File: config.mk
export PLATFORM = sky130hd
export DESIGN_NAME = neuron_stream_mac
export DESIGN_NICKNAME = d
export VERILOG_FILES = /design/src/rtl/neuron_stream_mac.sv
export SDC_FILE = /design/constraint.sdc
export NUM_CORES = 2
export LEC_CHECK = 0
export CAP_MARGIN = 10
export CORE_ASPECT_RATIO = 1.4
export CORE_MARGIN = 2
export CORE_UTILIZATION = 50
export DETAILED_ROUTE_END_ITERATION = 12
export PLACE_DENSITY_LB_ADDON = 0.12
export SLEW_MARGIN = 10
export SYNTH_ARGS = -nofsm -noshare
export SYNTH_HDL_FRONTEND = slang
export SYNTH_SLANG_ARGS = --single-unit
File: constraint.sdc
create_clock -name clk -period 11.2 [get_ports clk]
set_input_delay 2.24 -clock clk [delete_from_list [all_inputs] [get_ports clk]]
set_output_delay 2.24 -clock clk [all_outputs]
set_load 0.01 [all_outputs]
File: src/rtl/neuron_stream_mac.sv
// Streaming fully connected neuron: sum(pixel*weight) + bias over NUM_INPUTS terms,
// LANES pairs per beat, full-precision accumulation, saturating output, optional ReLU.
`timescale 1ns/1ps

// state  | meaning
// IDLE   | waiting for start; out/out_valid hold the last result
// LOAD   | accepting operand beats (in_ready=1)
// DRAIN  | last product stage flushes into the accumulator
// FINISH | bias add, saturation, ReLU; result registered
// DONE   | done pulse, result valid; returns to IDLE
module neuron_stream_mac #(
  parameter int NUM_INPUTS   = 784,
  parameter int LANES        = 4,
  parameter int PIXEL_WIDTH  = 10,
  parameter int WEIGHT_WIDTH = 19,
  parameter int OUTPUT_WIDTH = 26
) (
  input  logic                            clk,
  input  logic                            rst,
  input  logic                            start,
  input  logic [WEIGHT_WIDTH-1:0]         bias,
  input  logic                            relu_en,
  input  logic                            in_valid,
  output logic                            in_ready,
  input  logic [LANES*PIXEL_WIDTH-1:0]    in_pixels,
  input  logic [LANES*WEIGHT_WIDTH-1:0]   in_weights,
  output logic                            busy,
  output logic                            done,
  output logic                            out_valid,
  output logic [OUTPUT_WIDTH-1:0]         out
);

  localparam int BEATS     = NUM_INPUTS / LANES;
  localparam int CNT_W     = (BEATS > 1) ? $clog2(BEATS) : 1;
  localparam int ACC_WIDTH = PIXEL_WIDTH + WEIGHT_WIDTH + 1 + $clog2(NUM_INPUTS);
  localparam int PROD_W    = PIXEL_WIDTH + 1 + WEIGHT_WIDTH;
  localparam int SUM_W     = ACC_WIDTH + 1;
  localparam logic [CNT_W-1:0] LAST_BEAT = CNT_W'(BEATS - 1);

  typedef enum logic [2:0] {IDLE, LOAD, DRAIN, FINISH, DONE} state_t;

  state_t                         state;
  logic [CNT_W-1:0]               beat_cnt;
  logic signed [ACC_WIDTH-1:0]    acc;
  logic signed [ACC_WIDTH-1:0]    p_prod [LANES];
  logic                           p_valid;
  logic signed [WEIGHT_WIDTH-1:0] bias_q;
  logic                           relu_q;

  logic                           accept;
  logic signed [PIXEL_WIDTH:0]    px_s   [LANES];
  logic signed [WEIGHT_WIDTH-1:0] wt_s   [LANES];
  logic signed [PROD_W-1:0]       prod   [LANES];
  logic signed [ACC_WIDTH-1:0]    lane_prod [LANES];
  logic signed [ACC_WIDTH-1:0]    p_sum;
  logic signed [SUM_W-1:0]        total;
  logic [OUTPUT_WIDTH-1:0]        result;

  assign accept = in_valid && in_ready;

  // Pixels are unsigned, so a zero MSB makes them safe signed multiplicands.
  always_comb begin
    for (int k = 0; k < LANES; k++) begin
      px_s[k]      = $signed({1'b0, in_pixels[k*PIXEL_WIDTH +: PIXEL_WIDTH]});
      wt_s[k]      = $signed(in_weights[k*WEIGHT_WIDTH +: WEIGHT_WIDTH]);
      prod[k]      = px_s[k] * wt_s[k];
      lane_prod[k] = ACC_WIDTH'(prod[k]);
    end
  end

  always_comb begin
    p_sum = '0;
    for (int k = 0; k < LANES; k++) begin
      p_sum = p_sum + p_prod[k];
    end
  end

  assign total = SUM_W'(acc) + SUM_W'(bias_q);

  always_comb begin
    result = total[OUTPUT_WIDTH-1:0];
    if (total[SUM_W-1:OUTPUT_WIDTH-1] != {(SUM_W-OUTPUT_WIDTH+1){total[SUM_W-1]}}) begin
      result = total[SUM_W-1] ? {1'b1, {(OUTPUT_WIDTH-1){1'b0}}}
                              : {1'b0, {(OUTPUT_WIDTH-1){1'b1}}};
    end
    if (relu_q && total[SUM_W-1]) begin
      result = '0;
    end
  end

  always_ff @(posedge clk or posedge rst) begin
    if (rst) begin
      state     <= IDLE;
      beat_cnt  <= '0;
      acc       <= '0;
      p_valid   <= 1'b0;
      for (int k = 0; k < LANES; k++) p_prod[k] <= '0;
      bias_q    <= '0;
      relu_q    <= 1'b0;
      out       <= '0;
      out_valid <= 1'b0;
      done      <= 1'b0;
      busy      <= 1'b0;
      in_ready  <= 1'b0;
    end else begin
      done <= 1'b0;
      // Bubbles leave p_valid low, so stalled cycles contribute nothing.
      p_valid <= accept;
      if (accept) p_prod <= lane_prod;
      if (p_valid) acc <= acc + p_sum;

      case (state)
        IDLE: begin
          if (start) begin
            bias_q    <= bias;
            relu_q    <= relu_en;
            acc       <= '0;
            beat_cnt  <= '0;
            out_valid <= 1'b0;
            busy      <= 1'b1;
            in_ready  <= 1'b1;
            state     <= LOAD;
          end
        end
        LOAD: begin
          if (accept) begin
            beat_cnt <= beat_cnt + 1'b1;
            if (beat_cnt == LAST_BEAT) begin
              in_ready <= 1'b0;
              state    <= DRAIN;
            end
          end
        end
        DRAIN: state <= FINISH;
        FINISH: begin
          out       <= result;
          out_valid <= 1'b1;
          done      <= 1'b1;
          state     <= DONE;
        end
        DONE: begin
          busy  <= 1'b0;
          state <= IDLE;
        end
        default: state <= IDLE;
      endcase
    end
  end

endmodule

== After elaboration in Yosys (flattened, before gate mapping) ==
Index checks and enable logic that the tools add are counted.

* Output and inout bits: 30
* Logic and storage cells: 67
* Input port bits: 140
* Flip-flop bits (word level): 222

* $mul: 4
* Equal/unequal tests: 9
* $add $sub $neg: 6
* Reductions and logical operators: 12
* Muxes and demuxes: 21

{| class="wikitable"
|+ Operators by type and width
! kind !! number
|-
| 11-bit by 19-bit multiplier with 30-bit output || 4
|-
| 40-bit 2-to-1 mux || 3
|-
| 26-bit 2-to-1 mux || 3
|-
| 40-bit by 19-bit adder with 41-bit output || 1
|-
| 40-bit by 33-bit adder with 40-bit output || 1
|-
| 32-bit by 30-bit adder with 33-bit output || 1
|-
| 31-bit by 30-bit adder with 32-bit output || 1
|-
| 30-bit by 30-bit adder with 31-bit output || 1
|-
| 8-bit 2-to-1 mux || 2
|-
| 8-bit one-hot mux with 2 select lines || 1
|-
| 15-bit != test || 1
|-
| 3-bit one-hot mux with 4 select lines || 1
|-
| 3-bit 2-to-1 mux || 3
|-
| 8-bit by 1-bit adder with 8-bit output, second input constant || 1
|-
| 8-bit == test, second input constant || 1
|-
| 3-bit by 2-bit == test with 1-bit output, second input constant || 2
|-
| 2-bit != test, second input constant || 3
|-
| 1-bit one-hot mux with 2 select lines || 3
|-
| 2-bit AND reduction || 3
|-
| 3-bit AND reduction || 2
|-
| 2-bit nonzero test || 3
|-
| 1-bit 2-to-1 mux || 5
|-
| 4-bit AND reduction || 1
|-
| 3-bit by 1-bit == test with 1-bit output, second input constant || 1
|-
| other kinds (3) || 4
|}

== Depth between registers and ports, before layout ==
* Word-level depth: 7
* Mapped depth: 26
* Depth with buffers taken out: 24

== Least setup slack after synthesis ==
Ideal clock, no wire load.

* Path kind: input to register
* Start: input in_pixels[15]
* End: register p_prod[108] (netlist bit)
* Cell stages on the path: 23
* Arrival time: 8.110 ns
* Required time: 11.067 ns
* Buffers on the path: 2
* Slack: 2.957 ns
* Setup time: 0.133 ns
* Cells stage by stage: clkbuf_1 -> clkbuf_1 -> nand2_1 -> fa_1 -> inv_1 -> fa_1 -> fa_1 -> fa_1 -> inv_1 -> fa_1 -> inv_1 -> ha_1 -> and3_1 -> and3_1 -> a31oi_1 -> a21boi_0 -> a41o_1 -> o41ai_1 -> o21ai_0 -> or4_1 -> a31oi_1 -> xor2_1 -> o21ai_0

* Word-level cells in the longest chain between the ends: 1

{| class="wikitable"
|+ RTL lines
! what !! line !! source
|-
| start, declared || 25 || <nowiki>input logic [LANES*PIXEL_WIDTH-1:0] in_pixels,</nowiki>
|-
| 11-bit by 19-bit multiplier with 30-bit output || 66 || <nowiki>prod[k] = px_s[k] * wt_s[k];</nowiki>
|-
| end signal, assigned || 109 || <nowiki>if (accept) p_prod <= lane_prod;</nowiki>
|-
| end, declared || 45 || <nowiki>logic signed [ACC_WIDTH-1:0] p_prod [LANES];</nowiki>
|}

No other way between the ends.
A chain may end at the register's enable or synchronous reset.

== Worst setup path in the final report ==
* Start: input in_pixels[12]
* End: register p_prod[108] (netlist bit)

The elaborated chain is that of the path after synthesis.

==> results by group <==
Outcome
  • Status: finished, final reports clean

Drt
  • Total wirelength of the detailed-routed design: 104000 um
  • Average detailed-routed wire length per instance: 16.6 um
  • DRC violation count after routing: 0
  • Number of vias in the routed layout: 32.4k
  • Routed via count divided by cell count: 5.15
  • First-pass detailed-route iteration total: 5
  • Initial detailed-routing violation count: 1390
  • Final ANT Viol Nets: 0

Layout
  • Share of layout cells above drive strength 1: 1.88%
  • Final cell count without fillers: 6277
  • Multi-input logic area: 0.0329 mm2
  • Total number of nets in the final design: 6371
  • Cell area after layout: 0.0474 mm2
  • Fill cell count: 8343
  • Area overhead of the layout relative to synthesis: 7.70%
  • Combined flip-flop and latch cell area: 0.00556 mm2

Synthesis
  • Flops & latches, synth: 222
  • Cell area after synthesis: 0.0440 mm2
  • Distinct cell type count of the synthesized netlist: 84
  • Async set or reset register ratio after synthesis: 100%
  • Average cell area after synthesis: 8.65 um2
  • Number of nets in the synthesized netlist: 6364
  • Ys Warns: 0
  • Fraction of the yosys area taken by sequential cells: 12.6%
  • Post-Syn Instances: 5082
  • Number of enable-type register cells in the synthesized netlist: 0
  • Flip-flop cell with the highest count after synthesis: dfrtp_1

Clocking
  • Clock insertion delay at the later pin of the skew report: 0.58 ns
  • CTS sink count: 222
  • Number of clock buffers inserted by TritonCTS: 26
  • Level count of the clock H-tree: 1
  • Library cell used as clock root buffer: clkbuf_16
  • Number of buffers added for setup after CTS: 0
  • Clock-pin transition on the worst setup and hold timing paths: 0.06 ns
  • Deepest clock path buffer count: 3
  • Number of buffers inserted by hold repair at cts: 0
  • Number of resized instances in the post-cts repair step: 0
  • Clock tree from TritonCTS: yes

Global route
  • First-pass GRT wire length: 177000 um
  • Overflow left after global routing: 0
  • Largest net degree at the start of global routing: 111
  • Number of antenna violations at the first check in global routing: 1
  • Number of global-route vias before repair: 34.9k
  • Aggregate global-route resource usage: 24.4%

Critical path
  • Longest individual stage delay on the worst path: 0.94 ns
  • List of cells traversed by the critical path: clkdlybuf4s50_1 > nand2_1 > fa_1 > fa_1 > fa_1 > inv_1 > fa_1 > inv_1 > fa_1 > inv_1 > ha_1 > a2111oi_0 > o21ai_0 > a31oi_1 > a21boi_0 > a41o_1 > o41ai_1 > o21ai_0 > or4_1 > a31oi_1 > xor2_1 > o21ai_0
  • Capturing element of the worst setup path: p_prod[108]
  • Slowest library cell on the worst path: clkdlybuf4s50_1
  • Critical path class: in2reg
  • End of the worst register-to-register path: acc[38]
  • CP dominant cell by count: fa_1
  • Depth of the worst register-to-register path: 20
  • Worst-path fanout max: 19
  • WP depth: 22
  • Crit path launch: in_pixels[12]
  • Register-to-register setup slack: 4.82 ns
  • Required time reported for the critical path endpoint: 11.60 ns
  • Category of the worst setup path launch point: input port
  • Critical path buffer and inverter count: 4
  • Launching point of the worst reg2reg path: acc[14]
  • Top Family by Delay on Critical Path: adder cells
  • Kind of end point of the critical path: register
  • Data arrival time of the critical path: 9.52 ns

Floorplanning
  • Horizontal die dimension: 255 um
  • Number of rows created at floorplan: 128
  • Initial standard-cell utilization of the core: 50.5%
  • Die Y: 355 um
  • Core box area: 0.0871 mm2
  • Die area: 0.0904 mm2
  • Number of placed I/O pins: 170

Power
  • Sum of internal, switching and leakage power: 9.61 mW
  • Standby leakage power: 24.7 nW
  • Ratio of total power to cell area: 203 mW/mm2
  • IR Drop Worst-Case VDD: 0.000251 V

Timing
  • Setup-failing EPs final: 0
  • Hold Vio Cnt, Final: 0
  • Transition at the pin with the smallest max-transition slack: 1.25 ns
  • Final Hold Slack: 0.477 ns
  • RSZ-0062 raised after global routing: no
  • Final TNS setup: 0 ns
  • Fin crit period: 9.12 ns
  • Ratio of final minimum period to clock period: 81.4%
  • Layout Skew: 0.0277 ns
  • Max-slew violation total from the final report: 0
  • Worst-case headroom to the max-slew limit: 14.8%
  • Highest attainable clock frequency: 110 MHz

Placed design
  • Total placed instance area: 0.0464 mm2
  • Placed cell count: 6231
  • Dpl hpwl: 87000 um
  • Count of buffers from port buffering: 169
  • Placer congestion estimate: 0.879

Job
  • Max-capacitance violation count: 0

Worst hold path
  • Type of the most critical hold path: reg2reg
  • Worst min-delay path startpoint: p_prod[136]
[worst reg2reg max path: stages, from the launching register on]
cell and delay, ns:
dfrtp_1 0.49, inv_1 0.13, fa_1 0.56, inv_1 0.05, fa_1 0.47, inv_1 0.05, fa_1 0.47, inv_1 0.04
ha_1 0.34, and3_1 0.22, and2_1 0.17, and4_1 0.20, a221o_1 0.38, a31oi_1 0.34, nor3_1 0.11, a2111oi_0 1.07
o21ai_0 0.42, a211o_1 0.38, xor2_1 0.15, mux2i_1 0.13, nor2_1 0.05
[metal layers]
layer	routed length, um	global-route usage [%]	vias up
met5	0	0	-
met4	3280	6.85	0
met3	2610	1.09	162
met2	55400	45.8	519
met1	43100	30.4	16316
li1	-	-	15360
[how the worst min path moves through the flow]
stage / end / slack, ns / cells past startpoint
after floorplan: p_prod[24] / 0.44 / 2
final: p_prod[136] / 0.48 / 2
after global placement: p_prod[12] / 0.46 / 2
after detailed placement: p_prod[19] / 0.47 / 2
after CTS: p_prod[10] / 0.48 / 2
after global routing: p_prod[11] / 0.51 / 2
[flip-flops by register name (all words and copies together), names as in the netlist]
name	cells
state	3
p_prod	120
acc	40
busy	1
in_ready	1
p_valid	1
out	26
relu_q	1
out_valid	1
beat_cnt	8
bias_q	19
done	1
[cell usage after synthesis (17+ instances only)]
master | number | area, um2
nand3_1 | 35 | 175
dfrtp_1 | 222 | 5560
and3_1 | 26 | 163
o31ai_1 | 17 | 128
o21ai_0 | 178 | 891
nor2b_1 | 21 | 131
fa_1 | 793 | 15900
a2111oi_0 | 30 | 263
a31oi_1 | 22 | 138
clkbuf_1 | 175 | 657
nor2_1 | 168 | 631
xnor2_1 | 117 | 1020
mux2i_1 | 21 | 210
ha_1 | 349 | 4370
o21bai_1 | 27 | 203
a21o_1 | 70 | 526
nand2_1 | 696 | 2610
nand2b_1 | 21 | 131
nor3_1 | 37 | 185
and2_1 | 337 | 2110
inv_1 | 1250 | 4690
a21oi_1 | 152 | 761
a211oi_1 | 55 | 413
xor2_1 | 71 | 622
[cells by family (layout without fill, tap and decap cells)]
logic type | after synthesis | after routing | share of synthesized area [%]
AO/OA/AOI/OAI | 642 | 642 | 9.38
XOR/XNOR | 188 | 188 | 3.74
adder cells (fa/ha/maj) | 1142 | 1142 | 46.0
buffers and inverters | 1457 | 1481 | 12.6
flip-flops | 222 | 222 | 12.6
multiplexers | 24 | 24 | 0.555
other | 0 | 1 | 0
AND/OR/NAND/NOR | 1407 | 1407 | 15.0
[through the flow]
stage | util (%) | setup WS [ns]
6_report | 54.4 | 2.08
5_1_grt | 54.4 | 1.54
4_1_cts | 54.4 | 2.08
3_5_place_dp | 53.3 | 1.52
3_3_place_gp | 53.3 | 1.57
2_1_floorplan | - | 2.88
[power breakdown]
| group | total [mW] | switching, mW | internal, mW |
|---|---|---|---|
| Clock | 0.944 | 0.363 | 0.580 |
| Sequential | 0.802 | 0 | 0.802 |
| Combinational | 7.87 | 4.58 | 3.29 |
| Total | 9.61 | 4.94 | 4.67 |
[final cells by class]
class,instances,share of cell area [%]
inverter,1252,9.94
multi-input combinational,3403,69.4
sequential,222,11.7
timing repair buffer,184,3.81
tap,1170,3.09
antenna,1,0.00528
clock inverter,11,0.446
clock buffer,34,1.56
[placed cells by master, fill, tap and decap left out, types with 6 or more instances in the layout]
cell,netlist,final
inv_1,1250,1248
fa_1,793,793
nand2_1,696,695
ha_1,349,349
and2_1,337,337
dfrtp_1,222,222
o21ai_0,178,178
clkdlybuf4s50_1,0,169
nor2_1,168,168
a21oi_1,152,152
xnor2_1,117,117
xor2_1,71,71
a21o_1,70,70
a211oi_1,55,55
nor3_1,37,36
nand3_1,35,35
a2111oi_0,30,30
o21bai_1,27,27
and3_1,26,26
clkbuf_16,0,26
a31oi_1,22,22
nor2b_1,21,21
nand2b_1,21,21
mux2i_1,21,21
o31ai_1,17,17
o21a_1,15,15
or3_1,15,15
buf_4,1,15
nand4_1,12,12
or2_2,8,8
nor4_1,6,6
clkbuf_8,0,6
No activity file was read; power rests on OpenSTA's default activity.
